===== src/rtl/dmem_arbiter.sv =====
// dmem_arbiter: shares one 64 x 32-bit data memory between the CPU
// load/store port and a secondary DMA/loader port.
//
// The CPU has priority. A DMA request denied for MAX_WAIT cycles pre-empts
// the CPU, and a DMA burst is cut after MAX_BURST beats so the CPU gets a
// turn. Grant is combinational from the registered state and counters plus
// the current requests; read data is passed straight through from memory.
//
// Optional feature (macro DMEM_ARB_PROT_EN): DMA writes below PROT_BASE are
// still granted, but they are dropped and the sticky dma_err flag is set.
// Without the macro there is no address check and dma_err stays 0.
//
// Ports:
//   clk, reset (async, active low)
//   cpu_req/cpu_we/cpu_addr/cpu_wdata -> cpu_rdata, cpu_stall
//   dma_req/dma_we/dma_last/dma_addr/dma_wdata -> dma_rdata, dma_gnt, dma_err
//   mem_we/mem_addr/mem_wdata -> data_mem, mem_rdata <- data_mem
//
// state | meaning
// S_CPU | CPU has priority; DMA wins when CPU idle or after MAX_WAIT denials
// S_DMA | DMA burst in progress; DMA keeps the memory while it requests
module dmem_arbiter #(
  parameter int unsigned MAX_WAIT  = 4,
  parameter int unsigned MAX_BURST = 8,
  parameter logic [31:0] PROT_BASE = 32'h0000_0080
) (
  input  logic        clk,
  input  logic        reset,
  input  logic        cpu_req,
  input  logic        cpu_we,
  input  logic [31:0] cpu_addr,
  input  logic [31:0] cpu_wdata,
  output logic [31:0] cpu_rdata,
  output logic        cpu_stall,
  input  logic        dma_req,
  input  logic        dma_we,
  input  logic        dma_last,
  input  logic [31:0] dma_addr,
  input  logic [31:0] dma_wdata,
  output logic [31:0] dma_rdata,
  output logic        dma_gnt,
  output logic        dma_err,
  output logic        mem_we,
  output logic [31:0] mem_addr,
  output logic [31:0] mem_wdata,
  input  logic [31:0] mem_rdata
);

  typedef enum logic {S_CPU, S_DMA} state_t;

  localparam logic [3:0] WAIT_MAX = 4'(MAX_WAIT);
  localparam logic [3:0] BEAT_END = 4'(MAX_BURST - 1);

  state_t     state, state_nxt;
  logic [3:0] wait_cnt, wait_nxt;
  logic [3:0] beat_cnt, beat_nxt;
  logic       err_q, err_nxt;
  logic       dma_win, cpu_own, dma_lo, prot_viol;

  assign dma_lo = (dma_addr < PROT_BASE);

`ifdef DMEM_ARB_PROT_EN
  assign prot_viol = dma_win & dma_we & dma_lo;
`else
  // Check compiled out; the AND with 0 keeps PROT_BASE referenced.
  assign prot_viol = dma_win & dma_we & dma_lo & 1'b0;
`endif

  always_ff @(posedge clk or negedge reset) begin
    if (!reset) begin
      state    <= S_CPU;
      wait_cnt <= 4'd0;
      beat_cnt <= 4'd0;
      err_q    <= 1'b0;
    end else begin
      state    <= state_nxt;
      wait_cnt <= wait_nxt;
      beat_cnt <= beat_nxt;
      err_q    <= err_nxt;
    end
  end

  always_comb begin
    dma_win   = 1'b0;
    state_nxt = state;
    wait_nxt  = wait_cnt;
    beat_nxt  = beat_cnt;
    err_nxt   = err_q | prot_viol;

    // Outputs are held inactive while reset is asserted.
    if (reset) begin
      if (state == S_DMA) dma_win = dma_req;
      else                dma_win = dma_req && (!cpu_req || wait_cnt == WAIT_MAX);
    end

    if (dma_win) begin
      wait_nxt = 4'd0;
      if (dma_last || beat_cnt == BEAT_END) begin
        state_nxt = S_CPU;
        beat_nxt  = 4'd0;
      end else begin
        state_nxt = S_DMA;
        beat_nxt  = beat_cnt + 4'd1;
      end
    end else begin
      // In S_DMA a lost grant means dma_req dropped: burst is over.
      state_nxt = S_CPU;
      beat_nxt  = 4'd0;
      if (!dma_req)                wait_nxt = 4'd0;
      else if (wait_cnt != WAIT_MAX) wait_nxt = wait_cnt + 4'd1;
    end
  end

  assign cpu_own   = reset && cpu_req && !dma_win;
  assign cpu_stall = reset && cpu_req && dma_win;
  assign dma_gnt   = dma_win;
  assign dma_err   = err_q;

  assign mem_addr  = dma_win ? dma_addr  : cpu_addr;
  assign mem_wdata = dma_win ? dma_wdata : cpu_wdata;
  assign mem_we    = dma_win ? (dma_we & ~prot_viol) : (cpu_own & cpu_we);

  assign cpu_rdata = mem_rdata;
  assign dma_rdata = mem_rdata;

endmodule


===== config.mk =====
export PLATFORM = sky130hd
export DESIGN_NAME = dmem_arbiter
export DESIGN_NICKNAME = d
export VERILOG_FILES = /design/src/rtl/dmem_arbiter.sv
export SDC_FILE = /design/constraint.sdc
export NUM_CORES = 1
export LEC_CHECK = 0
export CORE_AREA = 2 2 114 116
export CTS_CLUSTER_DIAMETER = 120
export DETAILED_ROUTE_END_ITERATION = 6
export DIE_AREA = 0 0 116 118
export MAX_ROUTING_LAYER = met4
export PLACE_DENSITY = 0.66
export SETUP_SLACK_MARGIN = 0.2
export SLEW_MARGIN = 25
export SYNTH_ARGS = -nofsm -noshare
export SYNTH_HDL_FRONTEND = slang
export SYNTH_SLANG_ARGS = --single-unit

===== constraint.sdc =====
create_clock -name clk -period 2.1 [get_ports clk]
set_input_delay 0.525 -clock clk [delete_from_list [all_inputs] [get_ports clk]]
set_output_delay 0.525 -clock clk [all_outputs]
set_load 0.01 [all_outputs]

==> impl_summary.log, run 1 <==
INFO  metric place_congestion = 0.757
INFO  metric vias_in_the_first_global_route = 2140
INFO  metric grt_antenna_before_repair = 0
INFO  metric outcome = finished with violations
INFO  metric grt_max_degree = 15
INFO  metric track_usage = 12.0%
INFO  metric p_comb_share = 64.3%
INFO  metric p_clk_share = 23.2%
INFO  metric num_rows = 41
INFO  metric top_ff_cell_synth = sky130_fd_sc_hd__dfrtp_1
INFO  metric cts.sink_count = 9
INFO  metric crit_required = 1.57 ns
INFO  metric critical_path_launch_point_type = flip-flop
INFO  metric remaining_drc_errors = 0
INFO  metric switching_share = 25.9%
INFO  metric die_height = 118 um
INFO  metric die_width = 116 um
INFO  metric worst-endpoint-arrival = 2.14 ns
INFO  metric postRouteWirelength = 8860 um
INFO  metric synthesis_to_layout_area_growth = 123%
INFO  metric skew = 0.00433 ns
INFO  metric final_min_period_over_clock_period = 127%
INFO  metric design.portCount = 299
INFO  metric peak_supply_drop = 0.268 mV
INFO  metric num_vias = 2044
INFO  metric hold_path_class = input pin to asynchronous set/reset pin
INFO  metric tritoncts = built
INFO  metric yosysSeqAreaShare = 11.2%
INFO  metric r2r-end = beat_cnt[2]$_DFF_PN0_
INFO  metric reg2reg_from = wait_cnt[1]$_DFFE_PN0P_
INFO  metric postLayoutCellArea = 4480 um2
INFO  metric power.static_leakage = 2.13 nW
INFO  metric ant_nets = 0
INFO  metric gr-total-overflow = 0
INFO  metric clk_path_buf_depth = 2
INFO  metric route.detailed.wl_per_inst = 16.3 um
INFO  metric number_of_synthesis_warnings = 0
INFO  metric syn_area_per_cell = 10.7 um2
INFO  metric finalHoldViolations = 0
INFO  metric drv_slew = 0
INFO  metric grt_setup_unrepaired = true
INFO  metric timing_worst_setup_path_type = flip-flop to output pin
INFO  metric async_flop_share = 100%
INFO  metric seqPwrFrac = 12.5%
INFO  metric hpwl_reported_at_the_end_of_detailed_placement = 7120 um
INFO  metric failed_checks = negative setup slack
INFO  metric clk_root_buffer_cell = sky130_fd_sc_hd__clkbuf_16
INFO  metric drt_iter0_drc = 22
INFO  metric holdBufCountCts = 0
INFO  metric synth-edff-count = 0
INFO  metric diodes = 0
INFO  metric starting_density_of_the_core = 16.2%
INFO  metric top_cells_by_area_synth = sky130_fd_sc_hd__mux2_4, sky130_fd_sc_hd__buf_4, sky130_fd_sc_hd__dfrtp_1, sky130_fd_sc_hd__mux2_2, sky130_fd_sc_hd__buf_12
INFO  metric clkSlewWorstSetupHoldPaths = 0.04 ns
INFO  metric placement.io_buffers = 201
INFO  metric tns = -32.79 ns
INFO  metric hold_slack = 0.400 ns
INFO  metric drive_above_1_share = 51.9%
INFO  metric setup_viol_count_final = 67
INFO  metric netlist-cell-type-count = 30
INFO  metric grt_first_pass_wirelength = 12100 um
INFO  metric nets = 541
INFO  metric reg2reg_slack = 0.46 ns
INFO  metric p_total = 0.00148 W
INFO  metric place_area = 3880 um2
INFO  metric ys_seq_elements = 9
INFO  metric dr.pass1.iters = 4
INFO  metric clock_latency = 0.24 ns
INFO  metric htreeDepth = 1
INFO  metric crit_fanout = 5
INFO  metric netlist.area_leader.share = 36.5%
INFO  metric place_worst_setup_slack = -0.944 ns
INFO  metric synthesis.area = 2010 um2
INFO  metric timing.max_cap.violations = 0
INFO  metric p_per_cell_area = 330 nW/um2
INFO  metric maximum_clock_frequency = 0.375 GHz
INFO  metric avgViaCountPerCell = 3.77
INFO  metric finalWorstPathRequiredPeriod = 2.67 ns
INFO  metric worst_r2r_path_depth = 7
INFO  metric syn-num-nets = 359
INFO  metric internal_power = 0.00110 W
INFO  metric p_switching = 0.000383 W
INFO  metric numCtsBuffers = 3
INFO  metric final_critical_path_setup_slack = -0.567 ns
INFO  metric endpoint_kind = output pin
INFO  metric yosys.area.top_type = sky130_fd_sc_hd__mux2_4
INFO  metric design.die.area = 13700 um2
INFO  metric core-area = 12400 um2
INFO  metric cells_after_synth = 189
layout make-up:
type	instances	area, um2
fill	1244	7930
clock buffer	4	78.8
timing repair buffer	249	2720
sequential	9	225
multi-input combinational	103	1230
tap	172	215
inverter	5	21.3
stage by stage:
step | utilization, % | cells
CTS | 35.7 | 539
floorplan | - | 189
finish | 36.1 | 542
global placement | 31.3 | 509
detailed placement | 31.3 | 509
global route | 36.1 | 542
metal layers:
| metal | routed length, um | vias to the layer above | track usage [%] |
|---|---|---|---|
| met1 | 3220 | 898 | 12.8 |
| li1 | - | 950 | - |
| met4 | 28 | 0 | 0.744 |
| met2 | 3950 | 189 | 18.8 |
| met5 | 0 | - | - |
| met3 | 1660 | 7 | 8.96 |
worst max-delay path: stages, from the launching register on:
cell and delay [ns]:
sky130_fd_sc_hd__dfrtp_1 0.34, sky130_fd_sc_hd__inv_1 0.07, sky130_fd_sc_hd__ha_4 0.16, sky130_fd_sc_hd__and3b_2 0.22
sky130_fd_sc_hd__o21ai_4 0.18, sky130_fd_sc_hd__buf_12 0.13, sky130_fd_sc_hd__buf_6 0.08, sky130_fd_sc_hd__buf_6 0.09
sky130_fd_sc_hd__buf_16 0.11, sky130_fd_sc_hd__buf_12 0.11, sky130_fd_sc_hd__mux2_4 0.30, sky130_fd_sc_hd__buf_6 0.12
sequential cells by signal, summed over array words and instances, names as in the netlist:
| name | flops |
|---|---|
| beat_cnt | 4 |
| state | 1 |
| wait_cnt | 4 |
synthesized netlist by cell type, drive strengths merged, types with 2 or more instances:
library cell	count
nor2	4
and3	2
buf	72
nand3	3
dfrtp	9
nand2	4
o21ai	2
nor3	3
xnor2	2
and2	2
a21oi	2
mux2	64
mux2i	2
a31o	2
ha	3
inv	5
power groups by stage:
stage / Combinational [W] / Sequential (W) / Clock (W)
5_1_grt: 0.00101 / 0.000185 / 0.000357
3_5_place_dp: 0.000817 / 0.000186 / 0
2_1_floorplan: 0.000419 / 0.000188 / 0
6_report: 0.000953 / 0.000184 / 0.000344
3_3_place_gp: 0.000812 / 0.000186 / 0
4_1_cts: 0.000951 / 0.000184 / 0.000346
layout by cell type (no fill, tap or decap), types with 2 or more instances in the layout:
cell type                         instances
sky130_fd_sc_hd__inv_1                    3
sky130_fd_sc_hd__buf_8                    2
sky130_fd_sc_hd__and2_4                   2
sky130_fd_sc_hd__mux2_2                   6
sky130_fd_sc_hd__mux2i_1                  2
sky130_fd_sc_hd__a31o_2                   2
sky130_fd_sc_hd__mux2_4                  58
sky130_fd_sc_hd__xnor2_1                  2
sky130_fd_sc_hd__buf_12                  13
sky130_fd_sc_hd__clkbuf_16                3
sky130_fd_sc_hd__buf_16                   3
sky130_fd_sc_hd__nand2_1                  4
sky130_fd_sc_hd__ha_1                     2
sky130_fd_sc_hd__buf_6                   77
sky130_fd_sc_hd__a21oi_1                  2
sky130_fd_sc_hd__dlygate4sd2_1            3
sky130_fd_sc_hd__and3_1                   2
sky130_fd_sc_hd__clkdlybuf4s50_1        131
sky130_fd_sc_hd__buf_4                   15
sky130_fd_sc_hd__dfrtp_1                  9
sky130_fd_sc_hd__buf_2                    5
sky130_fd_sc_hd__nor3_1                   3
sky130_fd_sc_hd__nor2_1                   4
sky130_fd_sc_hd__nand3_1                  3
cells by family after synthesis:
family / Yosys count / share of synthesized area (%)
buf+inv: 77 / 30.9
mux: 66 / 45.9
simple gates: 22 / 5.71
flops: 9 / 11.2
compound gates: 8 / 2.92
fa+ha+maj: 3 / 1.86
xor+xnor: 3 / 1.30
other cells: 1 / 0.186
worst max-delay path by stage:
stage	start	end	slack, ns	depth (start not counted)
after detailed placement	cpu_req	mem_addr[18]	-0.94	7
after CTS	wait_cnt[0]$_DFFE_PN0P_	mem_wdata[19]	-0.57	11
after floorplan	wait_cnt[0]$_DFFE_PN0P_	mem_addr[10]	-0.04	7
after global placement	reset	mem_addr[20]	-0.91	7
after global routing	wait_cnt[1]$_DFFE_PN0P_	mem_wdata[19]	-0.65	11
final	wait_cnt[1]$_DFFE_PN0P_	mem_wdata[19]	-0.57	11
repair_timing:
action,4_1_cts,5_1_grt
gates cloned,3,0
resized for setup,371,11
buffers inserted,23,3
pin swaps,4,3
endpoints found under the setup margin,67,67
(Power assumes the default switching activity.)
==> run 2: changes to the inputs <==
--- a/config.mk
+++ b/config.mk
@@ -5,12 +5,12 @@
 export SDC_FILE = /design/constraint.sdc
 export NUM_CORES = 1
 export LEC_CHECK = 0
-export CORE_AREA = 2 2 114 116
+export CORE_AREA = 2 2 116 118
 export CTS_CLUSTER_DIAMETER = 120
 export DETAILED_ROUTE_END_ITERATION = 6
-export DIE_AREA = 0 0 116 118
+export DIE_AREA = 0 0 118 120
 export MAX_ROUTING_LAYER = met4
-export PLACE_DENSITY = 0.66
+export PLACE_DENSITY = 0.62
 export SETUP_SLACK_MARGIN = 0.2
 export SLEW_MARGIN = 25
 export SYNTH_ARGS = -nofsm -noshare
==> constraint.sdc (replaced) <==
create_clock -name clk -period 3 [get_ports clk]
set_input_delay 0.75 -clock clk [delete_from_list [all_inputs] [get_ports clk]]
set_output_delay 0.75 -clock clk [all_outputs]
set_load 0.01 [all_outputs]
==> run 2 against run 1 <==
The run now ends clean; die area increased by 3.4%; register-to-register slack improved by 1.0 ns; via count decreased by 4.3%; critical path type is now input pin to output pin.
==> impl_summary.log, run 2 (same netlist as run 1, synthesis figures left out) <==
INFO  metric outcome = finished, final reports clean
INFO  metric timing.critical_path.cells = clkdlybuf4s15_1 -> and2_4 -> o21ai_4 -> buf_8 -> buf_12 -> buf_12 -> buf_16 -> mux2_4 -> buf_6
INFO  metric design.portCount = 299
INFO  metric ant_nets = 0
INFO  metric clk_root_buffer_cell = sky130_fd_sc_hd__clkbuf_16
INFO  metric avgViaCountPerCell = 3.69
INFO  metric finalHoldViolations = 0
INFO  metric holdCritStartpoint = beat_cnt[0]$_DFF_PN0_
INFO  metric synthesis_to_layout_area_growth = 109%
INFO  metric mostFrequentLayoutCells = sky130_fd_sc_hd__clkdlybuf4s50_1, sky130_fd_sc_hd__mux2_4, sky130_fd_sc_hd__buf_6, sky130_fd_sc_hd__buf_4, sky130_fd_sc_hd__clkbuf_2
INFO  metric hold_path_class = flip-flop to flip-flop
INFO  metric timing_worst_setup_path_type = input pin to output pin
INFO  metric postLayoutCellArea = 4200 um2
INFO  metric postRouteWirelength = 8260 um
INFO  metric dp_cells = 512
INFO  metric starting_density_of_the_core = 15.5%
INFO  metric p_total = 0.000968 W
INFO  metric numCtsBuffers = 3
INFO  metric detailroute.wirelength.met3 = 1190 um
INFO  metric reg2reg_from = wait_cnt[0]$_DFFE_PN0P_
INFO  metric cp_slowest_stage_delay = 0.30 ns
INFO  metric htreeDepth = 1
INFO  metric worst-endpoint-arrival = 2.11 ns
INFO  metric p_per_cell_area = 230 nW/um2
INFO  metric final_cells = 531
INFO  metric final_core_utilization = 32.4%
INFO  metric cts.sink_count = 9
INFO  metric grt_antenna_before_repair = 0
INFO  metric place_area = 3870 um2
INFO  metric reg2reg_slack = 1.47 ns
INFO  metric worst_path_max_delay_cell = sky130_fd_sc_hd__mux2_4
INFO  metric min_delay_path_depth = 1
INFO  metric maximum_clock_frequency = 0.350 GHz
INFO  metric grt_setup_unrepaired = true
INFO  metric peak_supply_drop = 0.145 mV
INFO  metric final_min_period_over_clock_period = 95.3%
INFO  metric drv_slew = 0
INFO  metric diodes = 0
INFO  metric die_width = 118 um
INFO  metric num_vias = 1957
INFO  metric gr-total-overflow = 0
INFO  metric design.die.area = 14200 um2
INFO  metric finalWorstPathRequiredPeriod = 2.86 ns
INFO  metric timing.max_cap.violations = 0
INFO  metric placement.io_buffers = 201
INFO  metric dr.pass1.iters = 4
INFO  metric tns = 0 ns
INFO  metric skew = 0.00203 ns
INFO  metric nets = 526
INFO  metric grt_first_pass_wirelength = 11800 um
INFO  metric clock_latency = 0.23 ns
INFO  metric drt_iter0_drc = 38
INFO  metric setup_viol_count_final = 0
INFO  metric tritoncts = built
INFO  metric worst_r2r_path_depth = 6
INFO  metric remaining_drc_errors = 0
INFO  metric cp_num_buf_inv = 6
INFO  metric critical_path_depth = 9
INFO  metric most_common_library_cell_in_the_layout_ignoring_fill_and_taps = sky130_fd_sc_hd__clkdlybuf4s50_1
INFO  metric track_usage = 10.9%
INFO  metric grt_max_degree = 15
INFO  metric die_height = 120 um
INFO  metric wl_met2 = 4170 um
INFO  metric critical_path_launch_point_type = input pin
INFO  metric route.detailed.wl_per_inst = 15.6 um
INFO  metric power.static_leakage = 1.99 nW
INFO  metric core-area = 13000 um2
INFO  metric drive_above_1_share = 49.3%
INFO  metric r2r-end = beat_cnt[2]$_DFF_PN0_
INFO  metric route.top_layer_used = met4
INFO  metric crit_family = buffers and inverters
INFO  metric m1WireLength = 2890 um
INFO  metric crit_fanout = 5
INFO  metric clkSlewWorstSetupHoldPaths = 0.04 ns
INFO  metric path_common_cell = sky130_fd_sc_hd__buf_12
INFO  metric place_congestion = 0.825
INFO  metric hpwl_reported_at_the_end_of_detailed_placement = 6780 um
INFO  metric hold-path-endpoint = beat_cnt[0]$_DFF_PN0_
INFO  metric crit_required = 2.25 ns
INFO  metric vias_in_the_first_global_route = 2071
INFO  metric num_rows = 42
INFO  metric clk_path_buf_depth = 2
INFO  metric largest_registers = beat_cnt (4), wait_cnt (4), state (1)
INFO  metric endpoint_kind = output pin
-- run 2: cell count changes in the layout (fill, tap and decap cells not counted), moves of 2 or more --
cell | before | now
sky130_fd_sc_hd__buf_6 | 77 | 49
sky130_fd_sc_hd__buf_2 | 5 | 9
sky130_fd_sc_hd__inv_2 | 1 | 3
sky130_fd_sc_hd__buf_4 | 15 | 13
sky130_fd_sc_hd__clkbuf_2 | 0 | 11
sky130_fd_sc_hd__mux2_2 | 6 | 10
sky130_fd_sc_hd__mux2_4 | 58 | 54
sky130_fd_sc_hd__clkdlybuf4s15_1 | 0 | 2
sky130_fd_sc_hd__buf_12 | 13 | 10
-- run 2: through the flow --
stage | setup WS [ns] | hold slack, ns
after floorplan | 0.592 | 0.443
after CTS | 0.0756 | 0.476
final | 0.141 | 0.476
after global placement | -0.569 | 0.455
after detailed placement | -0.577 | 0.471
after global routing | 0.0857 | 0.511
-- run 2: timing repair --
action                     4_1_cts  5_1_grt
gates resized for setup        267       59
setup buffers                    9        2
setup endpoints to repair       67       66
cloned                           3        1
pin swaps                        3        3
hold endpoints to repair         0        0
hold buffers                     0        0
-- run 2: worst max-delay path by stage --
| stage | slack (ns) | from | endpoint |
|---|---|---|---|
| 6_report | 0.14 | reset | mem_addr[9] |
| 5_1_grt | 0.09 | wait_cnt[0]$_DFFE_PN0P_ | mem_addr[2] |
| 4_1_cts | 0.08 | wait_cnt[1]$_DFFE_PN0P_ | mem_wdata[27] |
| 3_5_place_dp | -0.58 | cpu_req | mem_wdata[22] |
| 3_3_place_gp | -0.57 | cpu_req | mem_wdata[22] |
| 2_1_floorplan | 0.59 | cpu_req | mem_addr[10] |
-- run 2: final cells by class --
type / instances / area (um2)
fillers: 1316 / 8780
repair buffers: 234 / 2440
multi-input cells: 103 / 1210
flip-flops and latches: 9 / 225
well taps: 176 / 220
clock buffers: 4 / 78.8
inverters: 5 / 18.8
-- run 2: per-layer routing --
layer / track usage, % / up-vias
li1: - / 919
met1: 11.1 / 862
met2: 18.4 / 174
met3: 7.03 / 2
met4: 1.36 / 0
met5: - / -
-- run 2: power breakdown --
| group | total, W | internal, W | switching (W) |
|---|---|---|---|
| registers | 0.000130 | 0.000127 | 0.00000361 |
| logic | 0.000602 | 0.000419 | 0.000183 |
| clock network | 0.000235 | 0.000178 | 0.0000579 |
